### src/rtl/pec_mac_feeder.sv
// rtl/pec_mac_feeder.sv - PE-controller feeder driving one sparse MAC lane over the PEC<->MAC block protocol
//
// Purpose:
//   Accepts cfg_num_blk compressed blocks per job and issues one start pulse per
//   block whose activation and weight flags overlap. Operands are held stable
//   until the MAC reports finish. The partial sum is passed through the MAC
//   chain, and the final sum is returned on a result handshake.
//
// Ports:
//   clk, rst                      clock, synchronous active-high reset
//   cfg_start/num_blk/bias        job start pulse, block count and initial psum
//   blk_vld/blk_rdy, blk_*        compressed block input (flags + packed data)
//   PECMAC_*, MACMAC_Mac          held operands, start pulse, psum to MAC
//   MACPEC_Fnh, MACCNV_Mac        MAC finish level and accumulator
//   res_vld/res_rdy/res_mac/err   result handshake
//   busy                          job in progress
module pec_mac_feeder #(
    parameter int DATA_WIDTH  = 8,
    parameter int BLOCK_DEPTH = 32,
    parameter int ACC_WIDTH   = 23,
    parameter int NUM_BLK_W   = 8,
    parameter int TIMEOUT     = 255
) (
    input  logic                              clk,
    input  logic                              rst,
    input  logic                              cfg_start,
    input  logic [NUM_BLK_W-1:0]              cfg_num_blk,
    input  logic [ACC_WIDTH-1:0]              cfg_bias,
    input  logic                              blk_vld,
    output logic                              blk_rdy,
    input  logic [BLOCK_DEPTH-1:0]            blk_flg_act,
    input  logic [DATA_WIDTH*BLOCK_DEPTH-1:0] blk_act,
    input  logic [BLOCK_DEPTH-1:0]            blk_flg_wei,
    input  logic [DATA_WIDTH*BLOCK_DEPTH-1:0] blk_wei,
    output logic                              PECMAC_Sta,
    output logic [BLOCK_DEPTH-1:0]            PECMAC_FlgAct,
    output logic [DATA_WIDTH*BLOCK_DEPTH-1:0] PECMAC_Act,
    output logic [BLOCK_DEPTH-1:0]            PECMAC_FlgWei,
    output logic [DATA_WIDTH*BLOCK_DEPTH-1:0] PECMAC_Wei,
    output logic [ACC_WIDTH-1:0]              MACMAC_Mac,
    input  logic                              MACPEC_Fnh,
    input  logic [ACC_WIDTH-1:0]              MACCNV_Mac,
    output logic                              res_vld,
    input  logic                              res_rdy,
    output logic [ACC_WIDTH-1:0]              res_mac,
    output logic                              res_err,
    output logic                              busy
);

    localparam int PW = DATA_WIDTH * BLOCK_DEPTH;
    localparam int TW = $clog2(TIMEOUT + 1);

    typedef enum logic [2:0] {
        S_IDLE, S_FETCH, S_ISSUE, S_HOLD, S_WAIT, S_DONE
    } state_e;

    state_e                 state_q, state_d;
    logic [NUM_BLK_W-1:0]   cnt_q, cnt_d;
    logic [ACC_WIDTH-1:0]   psum_q, psum_d;
    logic                   err_q, err_d;
    logic [TW-1:0]          timer_q, timer_d;
    logic [BLOCK_DEPTH-1:0] flg_act_q, flg_act_d, flg_wei_q, flg_wei_d;
    logic [PW-1:0]          act_q, act_d, wei_q, wei_d;
    logic [ACC_WIDTH-1:0]   mac_q, mac_d;

    logic blk_hs;
    logic blk_live;
    logic last_blk;
    logic timed_out;

    assign blk_hs    = (state_q == S_FETCH) && blk_vld;
    // A block with no position where both operands are nonzero contributes nothing.
    assign blk_live  = |(blk_flg_act & blk_flg_wei);
    assign last_blk  = (cnt_q == NUM_BLK_W'(1));
    // Timer starts at 0 in the first HOLD cycle, so TIMEOUT-1 marks the last allowed cycle.
    assign timed_out = (timer_q == TW'(TIMEOUT - 1));

    // State register
    always_ff @(posedge clk) begin
        if (rst) begin
            state_q <= S_IDLE;
        end else begin
            state_q <= state_d;
        end
    end

    // Next-state logic
    always_comb begin
        state_d = state_q;
        case (state_q)
            S_IDLE:  if (cfg_start) state_d = (cfg_num_blk != '0) ? S_FETCH : S_DONE;
            S_FETCH: if (blk_vld)   state_d = blk_live ? S_ISSUE : (last_blk ? S_DONE : S_FETCH);
            S_ISSUE: state_d = S_HOLD;
            // MAC still shows the previous Fnh level for three cycles after Sta.
            S_HOLD:  if (timer_q == TW'(2)) state_d = S_WAIT;
            S_WAIT: begin
                if (MACPEC_Fnh)     state_d = last_blk ? S_DONE : S_FETCH;
                else if (timed_out) state_d = S_DONE;
            end
            S_DONE:  if (res_rdy)   state_d = S_IDLE;
            default: state_d = S_IDLE;
        endcase
    end

    // Output logic
    always_comb begin
        blk_rdy    = (state_q == S_FETCH);
        PECMAC_Sta = (state_q == S_ISSUE);
        res_vld    = (state_q == S_DONE);
        res_mac    = (state_q == S_DONE) ? psum_q : '0;
        res_err    = (state_q == S_DONE) ? err_q : 1'b0;
        busy       = (state_q != S_IDLE);
    end

    // Datapath next-state
    always_comb begin
        cnt_d     = cnt_q;
        psum_d    = psum_q;
        err_d     = err_q;
        timer_d   = timer_q;
        flg_act_d = flg_act_q;
        flg_wei_d = flg_wei_q;
        act_d     = act_q;
        wei_d     = wei_q;
        mac_d     = mac_q;
        if (state_q == S_IDLE && cfg_start) begin
            psum_d = cfg_bias;
            cnt_d  = cfg_num_blk;
            err_d  = 1'b0;
        end
        if (blk_hs) begin
            flg_act_d = blk_flg_act;
            flg_wei_d = blk_flg_wei;
            act_d     = blk_act;
            wei_d     = blk_wei;
            mac_d     = psum_q;
            if (!blk_live) cnt_d = cnt_q - NUM_BLK_W'(1);
        end
        if (state_q == S_ISSUE) timer_d = '0;
        if (state_q == S_HOLD || state_q == S_WAIT) timer_d = timer_q + TW'(1);
        if (state_q == S_WAIT) begin
            if (MACPEC_Fnh) begin
                psum_d = MACCNV_Mac;
                cnt_d  = cnt_q - NUM_BLK_W'(1);
            end else if (timed_out) begin
                err_d = 1'b1;
            end
        end
    end

    // Datapath registers
    always_ff @(posedge clk) begin
        if (rst) begin
            cnt_q     <= '0;
            psum_q    <= '0;
            err_q     <= 1'b0;
            timer_q   <= '0;
            flg_act_q <= '0;
            flg_wei_q <= '0;
            act_q     <= '0;
            wei_q     <= '0;
            mac_q     <= '0;
        end else begin
            cnt_q     <= cnt_d;
            psum_q    <= psum_d;
            err_q     <= err_d;
            timer_q   <= timer_d;
            flg_act_q <= flg_act_d;
            flg_wei_q <= flg_wei_d;
            act_q     <= act_d;
            wei_q     <= wei_d;
            mac_q     <= mac_d;
        end
    end

    assign PECMAC_FlgAct = flg_act_q;
    assign PECMAC_FlgWei = flg_wei_q;
    assign PECMAC_Act    = act_q;
    assign PECMAC_Wei    = wei_q;
    assign MACMAC_Mac    = mac_q;

endmodule

### config.mk
export PLATFORM = sky130hd
export DESIGN_NAME = pec_mac_feeder
export DESIGN_NICKNAME = d
export VERILOG_FILES = /design/src/rtl/pec_mac_feeder.sv
export SDC_FILE = /design/constraint.sdc
export NUM_CORES = 1
export LEC_CHECK = 0
export ABC_AREA = 1
export CAP_MARGIN = 20
export CORE_AREA = 8 8 489 491
export CTS_CLUSTER_DIAMETER = 150
export DETAILED_ROUTE_END_ITERATION = 8
export DIE_AREA = 0 0 497 499
export PLACE_DENSITY_LB_ADDON = 0.08
export SLEW_MARGIN = 20
export SYNTH_ARGS = -nofsm -noshare
export SYNTH_HDL_FRONTEND = slang
export SYNTH_SLANG_ARGS = --single-unit
### constraint.sdc
create_clock -name clk -period 2.65 [get_ports clk]
set_input_delay 0.53 -clock clk [delete_from_list [all_inputs] [get_ports clk]]
set_output_delay 0.53 -clock clk [all_outputs]
set_load 0.02 [all_outputs]
==> impl_metrics.json, run 1 <==
{
  "powerDensity_nw_per_um2": 896,
  "syn_area_sq_um": 23400,
  "clkSinkCount": 642,
  "synth_common_cells": "nor2_1, dfxtp_1, o21ai_0",
  "timing.final.ws_setup_ns": 0.169,
  "grt_pass1_wl_um": 230000,
  "io_pins": 1263,
  "crit_type": "reg -> out",
  "post-route-period-util_pct": 93.6,
  "final_core_util_pct": 18.6,
  "clk_path_buf_depth": 3,
  "ys_types": 28,
  "initial_core_util_pct": 10.1,
  "synth_top_area_share_pct": 54.9,
  "grt_pass1_vias": 25910,
  "die_y_um": 499,
  "rrSetupSlack_ns": 0.34,
  "status": "finished clean",
  "period_needed_ns": 2.48,
  "hp-start": "blk_wei[108]",
  "rr_worst_depth": 10,
  "area_delta_synth_final_pct": 84.2,
  "stdcell_area_sq_um": 43100,
  "drtIter0Drc": 1147,
  "critPathMaxStageDelay_ns": 0.74,
  "cts_max_level": 3,
  "crit_chain": "clkdlybuf4s50_1",
  "grt.overflow.total": 0,
  "finalHoldViolCount": 0,
  "drive_above_1_share_pct": 7.16,
  "end_kind": "output port",
  "fmax_mhz": 403,
  "antenna_found_initial": 65,
  "critPathSlowestCell": "clkdlybuf4s50_1",
  "dr.pass1.iters": 5,
  "yosys.area.top_type": "dfxtp_1",
  "cts_hold_buf": 0,
  "hold_path_end": "PECMAC_Wei[108]",
  "cp_max_fo": 3,
  "ys_seq_elements": 642,
  "fin_nets": 4939,
  "whs_path_depth": 3,
  "max-vdd-ir-drop_v": 0.000437,
  "cts_buffers": 94,
  "die-width_um": 497,
  "finalSetupViolCount": 0,
  "pre_cts_ws_ns": -0.233,
  "tightest_slew_ns": 0.544,
  "ant_nets": 0,
  "rows": 177,
  "path_clk_slew_ns": 0.06,
  "vias_per_cell": 3.38,
  "hold_slack_ns": 0.379,
  "routed_wl_um": 170000,
  "insertion_delay_ns": 0.73,
  "clockRootBuffer": "clkbuf_16",
  "yosys_warnings": 0,
  "seq_area_frac_synth_pct": 54.9,
  "async_flop_share_pct": 0,
  "critPathLaunchType": "flip-flop",
  "max_cap_viol_count": 0,
  "route.detailed.drc": 0,
  "path_delay_family": "buffers and inverters",
  "grt_max_degree": 78,
  "placed_area_sq_um": 40000,
  "critPathBufInv": 1,
  "power_uw": 38700,
  "syn_inst": 3035,
  "num_vias": 25068,
  "cts_tree": "yes",
  "core_area_sq_um": 231000,
  "routabilityCongestion": 0.784,
  "synth_ff_type": "dfxtp_1",
  "skew_ns": 0.0515,
  "crit_arrival_ns": 1.95,
  "rsz0062_at_grt": "no",
  "drv_slew": 0,
  "syn-num-nets": 3675,
  "syn_area_per_cell_sq_um": 7.71,
  "globalRouteTotalUtil_pct": 13.0,
  "rr_endpoint": "PECMAC_FlgWei[0]",
  "power.leakage_uw": 0.0172,
  "io_buffers": 1262,
  "dieArea_sq_um": 248000,
  "hp-class": "in -> reg",
  "synth_area_leaders": "dfxtp_1, nor2_1, o21ai_0",
  "r2r-start": "state_q[0]",
  "slew-limit-headroom_pct": 63.7,
  "synth-edff-count": 0,
  "required_ns": 2.12,
  "yosysMostFrequentCell": "nor2_1",
  "avgRoutedWirePerCell_um": 22.9,
  "dpl.hpwl_um": 134000
}
-- routing by layer --
layer | vias to the layer above | routed length, um | GRT usage, %
met5 | - | 374 | 0
met1 | 11609 | 71000 | 15.3
met2 | 911 | 79700 | 22.0
met4 | 60 | 2900 | 2.34
li1 | 12297 | - | -
met3 | 191 | 15900 | 5.97
-- placed cells by master, fill, tap and decap left out, types with 5 or more instances in the layout --
master / instances
dfxtp_1: 641
o21ai_1: 244
xor2_1: 6
nor2_2: 5
buf_12: 37
o21ai_0: 422
clkdlybuf4s50_1: 1234
nor2_1: 1208
o21bai_1: 23
nand2_1: 115
diode_2: 11
buf_2: 19
nand3_1: 13
clkbuf_16: 95
clkbuf_1: 22
buf_4: 88
a21oi_1: 39
inv_1: 74
clkbuf_8: 26
clkinv_2: 13
bufinv_16: 5
-- logic make-up (layout without fill, tap and decap cells) --
group | after synthesis | after routing | synth area share (%)
AND/OR/NAND/NOR | 1353 | 1353 | 22.0
AO/OA/AOI/OAI | 734 | 734 | 16.0
flip-flops | 642 | 642 | 54.9
buffers and inverters | 296 | 1634 | 6.68
XOR/XNOR | 6 | 6 | 0.224
adder cells (fa/ha/maj) | 4 | 4 | 0.214
other | 0 | 11 | 0
-- sequential cells by signal, indices dropped and copies added, names as in the netlist, 8 cells and up --
register,count
timer_q,8
cnt_q,8
PECMAC_FlgWei,32
PECMAC_Wei,256
PECMAC_FlgAct,32
PECMAC_Act,256
psum_q,23
MACMAC_Mac,23
-- cell type report --
cell class	instances	area [sq um]
diodes	11	27.5
clock buffers	143	2820
clock inverters	27	378
fillers	25863	188000
inverters	80	315
multi-input cells	2097	9010
flip-flops and latches	642	12900
well taps	3043	3810
repair buffers	1384	13900
-- how the worst max path moves through the flow --
stage / start / endpoint / slack, ns / depth (start not counted)
final: PECMAC_Wei[204] / PECMAC_Wei[204] / 0.17 / 1
after global routing: state_q[0] / res_vld / 0.002 / 6
after CTS: state_q[1] / PECMAC_Sta / -0.12 / 3
after detailed placement: blk_flg_act[5] / cnt_q[5] / -0.23 / 13
after global placement: blk_flg_act[5] / cnt_q[7] / -0.25 / 13
after floorplan: state_q[0] / res_mac[13] / 0.93 / 5
-- stage by stage --
stage,setup TNS (ns),instances
global placement,-2.47,7246
CTS,-0.124,7416
floorplan,0,3035
detailed placement,-2.44,7246
global route,0,7418
finish,0,7427
-- what timing repair did --
item	4_1_cts	5_1_grt
setup buffers	0	0
setup endpoints to repair	28	13
resized for setup	96	11
-- where the power goes --
group,total [uW],internal (uW),switching [uW],leakage (uW)
registers,12600,11600,1020,0.00525
clock network,13200,7840,5360,0.00157
logic,12900,5300,7560,0.0103
total,38700,24700,13900,0.0172
Power figures use the tool's default switching activity.
==> run 2, diff against run 1 <==
CTS_CLUSTER_SIZE = 28   (was unset)
==> impl_metrics.json, run 2 (synthesis gave the netlist of run 1 again) <==
{
  "clk_path_buf_depth": 3,
  "rows": 177,
  "vias_per_cell": 3.37,
  "rr_worst_depth": 10,
  "finalHoldViolCount": 0,
  "gr-max-usage-layer": "met2",
  "fin_nets": 4875,
  "io_buffers": 1262,
  "area_delta_synth_final_pct": 74.8,
  "globalRouteTotalUtil_pct": 12.8,
  "antenna_found_initial": 66,
  "drtIter0Drc": 1226,
  "rrSetupSlack_ns": 0.36,
  "max-vdd-ir-drop_v": 0.000554,
  "initial_core_util_pct": 10.1,
  "rr_endpoint": "PECMAC_FlgWei[0]",
  "seq_area_sq_um": 12900,
  "io_pins": 1263,
  "path_clk_slew_ns": 0.13,
  "skew_ns": 0.0422,
  "routed_wl_um": 168000,
  "hp-start": "blk_wei[45]",
  "crit_path_start": "state_q[0]",
  "cts_setup_buffers": 0,
  "core_area_sq_um": 231000,
  "die_y_um": 499,
  "placed_area_sq_um": 40000,
  "slew-limit-headroom_pct": 64.1,
  "route.detailed.drc": 0,
  "max_cap_viol_count": 0,
  "cts_tree": "yes",
  "grt_max_degree": 78,
  "p_comb_share_pct": 40.4,
  "drv_slew": 0,
  "tightest_slew_ns": 0.539,
  "num_vias": 24608,
  "critPathLaunchType": "flip-flop",
  "met1_usage_pct": 15.4,
  "die-width_um": 497,
  "tns_ns": 0,
  "required_ns": 2.12,
  "powerDensity_nw_per_um2": 777,
  "fmax_mhz": 400,
  "hp-class": "in -> reg",
  "finalSetupViolCount": 0,
  "grt_pass1_vias": 25261,
  "dieArea_sq_um": 248000,
  "power_frac_clock_pct": 20.0,
  "rsz0062_at_grt": "no",
  "dr.pass1.iters": 5,
  "avgRoutedWirePerCell_um": 23.0,
  "grt_pass1_wl_um": 227000,
  "crit_arrival_ns": 1.97,
  "cts_buffers": 30,
  "final_cell_mix": "clkdlybuf4s50_1, nor2_1, dfxtp_1",
  "grt.overflow.total": 0,
  "clockRootBuffer": "clkbuf_16",
  "crit_end": "res_mac[14]",
  "ant_nets": 0,
  "n_fill_cell": 25996,
  "cts_max_level": 1,
  "cp_max_fo": 23,
  "r2r-start": "state_q[0]",
  "period_needed_ns": 2.50,
  "p_seq_share_pct": 39.5,
  "multi_input_area_sq_um": 9010,
  "routabilityCongestion": 0.784,
  "p_sw_uw": 12600,
  "switching_share_pct": 39.8,
  "status": "finished clean",
  "stdcell_area_sq_um": 40900,
  "end_kind": "output port",
  "power.leakage_uw": 0.0160,
  "final_common_cell": "clkdlybuf4s50_1",
  "grt_use_met2_pct": 21.9,
  "p_int_uw": 19200,
  "clkSinkCount": 642,
  "post-route-period-util_pct": 94.2,
  "met3_usage_pct": 5.07,
  "drive_above_1_share_pct": 5.03,
  "crit_type": "reg -> out",
  "dpl.hpwl_um": 134000,
  "power_uw": 31800,
  "hold_slack_ns": 0.388,
  "insertion_delay_ns": 0.71
}
==> run 2: power by group through the flow <==
stage	logic [uW]	registers (uW)	clock network, uW
floorplan	3530	14800	0
global placement	13300	12800	0
detailed placement	13200	12800	0
CTS	13300	12600	6930
global route	13900	12800	7110
finish	12900	12600	6380
==> run 2: how the worst min path moves through the flow <==
| stage | cells past startpoint | to |
|---|---|---|
| floorplan | 2 | MACMAC_Mac[10] |
| global placement | 2 | MACMAC_Mac[16] |
| detailed placement | 2 | MACMAC_Mac[18] |
| CTS | 3 | PECMAC_Wei[45] |
| global route | 3 | PECMAC_Wei[45] |
| finish | 3 | PECMAC_Wei[45] |
==> run 2: layout make-up <==
type	instances	share of cell area, %
antenna	16	0.0978
clock buffer	36	2.01
clock inverter	12	0.321
inverter	80	0.770
timing repair buffer	1384	34.1
sequential	642	31.4
multi-input combinational	2097	22.0
tap	3043	9.30
==> run 2: timing repair <==
item,in CTS,in global routing
cloned,0,0
endpoints found under the hold margin,0,0
resized for setup,87,13
pin swaps,0,0
hold buffers,0,0
endpoints found under the setup margin,28,18
==> run 2: stage by stage <==
| stage | instances | setup WS (ns) | util, % |
|---|---|---|---|
| after floorplan | 3035 | 0.933 | - |
| after global placement | 7246 | -0.252 | 17.3 |
| after detailed placement | 7246 | -0.233 | 17.3 |
| after CTS | 7294 | -0.0485 | 17.7 |
| after global routing | 7296 | 0.00277 | 17.7 |
| final | 7310 | 0.153 | 17.7 |
==> run 2: metal layers <==
| layer | vias to the layer above | routed length, um |
|---|---|---|
| met3 | 139 | 14800 |
| li1 | 12113 | - |
| met1 | 11422 | 70700 |
| met2 | 874 | 79500 |
| met5 | - | 380 |
| met4 | 60 | 2550 |
==> run 2: critical path, stage by stage (launching register included) <==
cell and delay, ns:
dfxtp_4 0.41, inv_2 0.04, nor2_2 0.13, nand2_2 0.10, buf_12 0.18, nor2_1 0.12, clkdlybuf4s15_2 0.28
